===== src/rtl/tone_voice_scheduler.sv =====
// Time-multiplexed tone voice scheduler: one shared phase adder serves NUM_VOICES
// voices round-robin, and the per-round sum of the voices' top phase bytes is emitted as a sample.
module tone_voice_scheduler #(
    parameter int NUM_VOICES = 4,
    parameter int SLOT_W     = 2,
    parameter int OUT_W      = 10
) (
    input  logic              clk,
    input  logic              rst_n,
    input  logic              run,
    input  logic              wr_en,
    input  logic [SLOT_W-1:0] wr_voice,
    input  logic [15:0]       wr_freq,
    input  logic              wr_gate,
    input  logic              wr_phase_clr,
    output logic [SLOT_W-1:0] slot,
    output logic [OUT_W-1:0]  sample_out,
    output logic              sample_valid
);

    localparam logic [SLOT_W-1:0] LAST_SLOT = SLOT_W'(NUM_VOICES - 1);

    logic [15:0]           freq  [NUM_VOICES];
    logic [NUM_VOICES-1:0] gate;
    logic [23:0]           phase [NUM_VOICES];
    logic [OUT_W-1:0]      mix_acc;

    logic [15:0]      cur_freq;
    logic [3:0]       shamt;
    logic [23:0]      incr;
    logic [23:0]      phase_next;
    logic [7:0]       term;
    logic [OUT_W-1:0] term_ext;
    logic [OUT_W-1:0] mix_sum;

    // Shared datapath: everything below is computed for the voice in the current slot only.
    always_comb begin
        cur_freq   = freq[slot];
        shamt      = (cur_freq[3:0] > 4'd12) ? 4'd12 : cur_freq[3:0];
        incr       = {12'd0, cur_freq[15:4]} << shamt;
        phase_next = gate[slot] ? (phase[slot] + incr) : 24'd0;
        term       = phase_next[23:16];
        term_ext   = {{(OUT_W - 8){1'b0}}, term};
        mix_sum    = mix_acc + term_ext;
    end

    // The datapath reads the registered values, so a write landing in the voice's own slot
    // only takes effect on its next visit.
    always_ff @(posedge clk or negedge rst_n) begin
        if (!rst_n) begin
            for (int v = 0; v < NUM_VOICES; v++) begin
                freq[v] <= 16'd0;
            end
            gate <= '0;
        end else if (wr_en) begin
            freq[wr_voice] <= wr_freq;
            gate[wr_voice] <= wr_gate;
        end
    end

    // A phase clear from the write port beats the scheduler's own update of that voice.
    always_ff @(posedge clk or negedge rst_n) begin
        if (!rst_n) begin
            for (int v = 0; v < NUM_VOICES; v++) begin
                phase[v] <= 24'd0;
            end
        end else begin
            for (int v = 0; v < NUM_VOICES; v++) begin
                if (wr_en && wr_phase_clr && (wr_voice == SLOT_W'(v))) begin
                    phase[v] <= 24'd0;
                end else if (run && (slot == SLOT_W'(v))) begin
                    phase[v] <= phase_next;
                end
            end
        end
    end

    always_ff @(posedge clk or negedge rst_n) begin
        if (!rst_n) begin
            slot <= '0;
        end else if (run) begin
            slot <= (slot == LAST_SLOT) ? '0 : slot + 1'b1;
        end
    end

    always_ff @(posedge clk or negedge rst_n) begin
        if (!rst_n) begin
            mix_acc      <= '0;
            sample_out   <= '0;
            sample_valid <= 1'b0;
        end else if (run) begin
            if (slot == LAST_SLOT) begin
                sample_out   <= mix_sum;
                mix_acc      <= '0;
                sample_valid <= 1'b1;
            end else begin
                mix_acc      <= mix_sum;
                sample_valid <= 1'b0;
            end
        end else begin
            sample_valid <= 1'b0;
        end
    end

endmodule


===== config.mk =====
export PLATFORM = sky130hd
export DESIGN_NAME = tone_voice_scheduler
export DESIGN_NICKNAME = d
export VERILOG_FILES = /design/src/rtl/tone_voice_scheduler.sv
export SDC_FILE = /design/constraint.sdc
export NUM_CORES = 1
export LEC_CHECK = 0
export BUFFER_PORTS_ARGS = -buffer_cell sky130_fd_sc_hd__buf_2
export CAP_MARGIN = 25
export CORE_MARGIN = 4
export CORE_UTILIZATION = 46
export CTS_CLUSTER_SIZE = 25
export DETAILED_ROUTE_END_ITERATION = 12
export HOLD_SLACK_MARGIN = 0.03
export PLACE_DENSITY = 0.72
export SLEW_MARGIN = 20
export SYNTH_ARGS = -nofsm -noshare
export SYNTH_HDL_FRONTEND = slang
export SYNTH_SLANG_ARGS = --single-unit
export TNS_END_PERCENT = 1

===== constraint.sdc =====
create_clock -name clk -period 5.2 [get_ports clk]
set_clock_uncertainty 0.05 [all_clocks]
set_input_delay 0.26 -clock clk [delete_from_list [all_inputs] [get_ports clk]]
set_output_delay 0.26 -clock clk [all_outputs]
set_load 0.005 [all_outputs]

==> summary.txt <==
Run status
  • Outcome: finished, violations left
  • Violated checks: setup timing

Synth
  • Post-Syn Area: 0.0101 mm^2
  • Syn nets: 1000
  • Syn Inst Count: 939
  • Register area share after synthesis: 46.1%
  • Yosys reg bits: 187
  • Synth Flop Type: dfrtp_1
  • Syn_area_per_cell: 10.8 um^2
  • Syn. warnings: 0
  • EDFF count, synth: 0
  • Distinct cell type count after synthesis: 57
  • FFs w/ async S/R, synth: 100%

Timing
  • RSZ-0062 raised after global routing: true
  • Final Max Tran Viols: 0
  • Max-slew headroom: 25.1%
  • Slew @ Worst Pin: 1.12 ns
  • Fin crit share: 108%
  • Tmin final: 5.63 ns
  • Fin. Hold Viols: 0
  • Final setup margin: -0.426 ns
  • Peak Freq: 178 MHz
  • Final setup fails: 10

Placement
  • Post-DP HPWL: 19.3 mm
  • Dpl cells: 1356
  • Final GP Congestion: 0.931
  • Placed inst area: 0.0116 mm^2
  • I/O Buffers: 36

Final layout
  • Final instance area: 0.0129 mm^2
  • Synth-to-layout area growth: 26.9%
  • Final nets: 1202
  • Fin util: 59.2%
  • Diode count: 0
  • Share of cells above drive strength 1: 35.1%
  • Cell Count, Final, Fillers Out: 1434

Critical path
  • Endpoint class of the critical path: flip-flop
  • Family with the most delay on the worst path: compound AO/OA/AOI/OAI gates
  • Buffers and inverters on the worst path: 2
  • FF-to-FF End: mix_acc[8]
  • FF-to-FF path depth: 25
  • CP Launch Type: flip-flop
  • CP Max Fanout: 9
  • Levels on crit path: 25
  • Crit path largest cell delay: 0.59 ns
  • CP max-delay cell: mux4_2
  • Setup CP Type: reg2reg
  • Worst r2r src: slot[0]
  • WP data arrival: 5.89 ns
  • Critical Path Most Common Cell: a21oi_2
  • Reg2Reg Setup Slack: -0.43 ns
  • Critical Path RT: 5.46 ns

Clock tree
  • CTS tree: built
  • CTS Buffer Depth: 2
  • CTS root buf: clkbuf_16
  • TritonCTS Buffers: 17
  • H-tree depth: 4
  • Worst-Skew Late Latency: 0.44 ns
  • Worst-path clk slew: 0.07 ns
  • Clock Sinks: 187

Routing
  • Pre-antenna DRT Iters: 5
  • Final wirelength: 28.2 mm
  • # DRC: 0
  • Average via count per standard cell: 5.92
  • Routed WL per cell: 19.7 um
  • Via count: 8490
  • Starting DRT DRC Count: 558
  • ANT nets after route: 0

Hold path
  • Hold Path Stages: 3
  • Hold EP: mix_acc[1]
  • HP Class: in2reg
  • Hold Path Origin: run

Global routing
  • Total gr overflow: 0
  • Vias in the first global route: 8641
  • First-pass GRT wire length: 45.4 mm
  • GRT Util Overall: 23.4%
  • Initial antenna violation count: 0
  • Largest net degree at the start of global routing: 98

Floorplan
  • IO Pins: 37
  • Core ar.: 0.0218 mm^2
  • Die Y: 157 um
  • Width of the chip: 157 um
  • Die area: 0.0245 mm^2
  • Site row count: 54
  • Initial Util: 46.6%

Power
  • VDD IR-drop max: 0.000324 V
  • Pwr/cell area: 745 mW/mm^2
  • LEAKAGE: 5.94 nW
  • Power Total: 9.60 mW

Job
  • Max_cap viols: 0
report_power, final:
group / total [mW] / internal (mW) / switching, mW
Combinational: 6.20 / 3.06 / 3.14
Sequential: 2.15 / 1.89 / 0.255
Clock: 1.24 / 0.668 / 0.577
flip-flops by register name, summed over array words and instances (netlist names):
register	count
sample_valid	1
phase	96
gate	4
freq	64
mix_acc	10
slot	2
sample_out	10
repair_timing:
action | CTS | global route
cloned | 1 | 0
endpoints found under the setup margin | 10 | 15
endpoints found under the hold margin | 112 | 0
hold buffers | 18 | 0
gates resized for setup | 39 | 34
pin swaps | 25 | 21
setup buffers | 16 | 9
synth_stat cells, types with 5 or more instances:
cell type	number	share of area (%)
nor3_1	5	0.25
o2bb2ai_1	6	0.52
o31ai_1	5	0.37
mux2_2	56	6.2
a31oi_1	6	0.37
a21oi_1	44	2.2
xor2_1	9	0.78
and3_1	11	0.68
nor2_1	38	1.4
mux4_2	40	8.9
o21a_1	8	0.59
and2_1	12	0.74
nand2_1	168	6.2
a21o_1	9	0.67
xnor2_1	18	1.6
mux2i_1	13	1.3
dfrtp_1	187	46
buf_1	9	0.33
o22ai_1	6	0.37
a22o_1	54	4.7
nand3_1	8	0.39
inv_1	16	0.59
clkbuf_1	28	1.0
o21ai_0	72	3.6
buf_2	9	0.44
ha_1	35	4.3
nand2b_1	6	0.37
worst reg2reg max path, stage by stage, from the launching register on:
cell,delay (ns)
dfrtp_2,0.44
buf_4,0.14
buf_4,0.22
mux4_2,0.60
nand2_1,0.13
and3_1,0.21
a21oi_2,0.07
mux2i_2,0.22
o22ai_2,0.12
ha_1,0.34
nand4_1,0.17
a211oi_2,0.25
a21oi_2,0.06
o211ai_1,0.18
a41oi_2,0.19
xnor2_2,0.17
and2_1,0.15
ha_2,0.18
fa_2,0.34
a21o_1,0.19
a21oi_2,0.17
o21bai_2,0.10
a211o_1,0.30
a31oi_4,0.18
nor3_2,0.06
a221o_1,0.27
through the flow:
step | setup WS [ns] | setup TNS [ns] | hold WS (ns)
3_3_place_gp | -0.364 | -1.89 | 0.347
4_1_cts | -0.396 | -2.40 | 0.178
5_1_grt | -0.714 | -6.60 | 0.209
3_5_place_dp | -0.501 | -2.96 | 0.345
6_report | -0.426 | -2.77 | 0.208
2_1_floorplan | -0.217 | -0.424 | -0.0856
logic make-up after synthesis:
| group | count (synthesis) | synth area share, % |
|---|---|---|
| compound gates | 247 | 16.3 |
| xor+xnor | 27 | 2.33 |
| fa+ha+maj | 37 | 4.71 |
| buf+inv | 65 | 2.74 |
| flops | 187 | 46.1 |
| mux | 110 | 16.5 |
| simple gates | 266 | 11.2 |
cell usage in the layout (no fill, tap or decap), drive strengths merged, types with 6 or more instances in the layout:
| master | instances |
|---|---|
| buf | 212 |
| dfrtp | 187 |
| nand2 | 168 |
| o21ai | 76 |
| mux2 | 56 |
| a22o | 54 |
| a21oi | 45 |
| mux4 | 40 |
| nor2 | 38 |
| ha | 35 |
| clkbuf | 22 |
| inv | 20 |
| dlygate4sd3 | 18 |
| xnor2 | 18 |
| mux2i | 14 |
| and2 | 12 |
| and3 | 11 |
| a21o | 9 |
| xor2 | 9 |
| nand3 | 8 |
| o21a | 8 |
| nand2b | 6 |
| o2bb2ai | 6 |
| o22ai | 6 |
| a31oi | 6 |
worst max path at each step:
stage / startpoint / endpoint
2_1_floorplan: slot[0] / mix_acc[8]
3_3_place_gp: slot[0] / mix_acc[8]
3_5_place_dp: slot[0] / mix_acc[8]
4_1_cts: slot[0] / mix_acc[8]
5_1_grt: slot[0] / mix_acc[8]
6_report: slot[0] / mix_acc[8]
cell type report:
class                   instances  area, um^2
inverters                      16        60.1
flip-flops and latches        187        4680
well taps                     280         350
clock buffers                  21         440
repair buffers                231        1730
clock inverters                11         111
multi-input cells             688        5510
fillers                      1743        8880
per-layer routing:
metal,share of wire (%),track usage (%),vias up
met1,44,33.5,4244
li1,-,-,3830
met4,2.1,7.15,0
met2,47,36.6,363
met5,0,0,-
met3,6.9,4.37,53
Power figures use the tool's default switching activity.
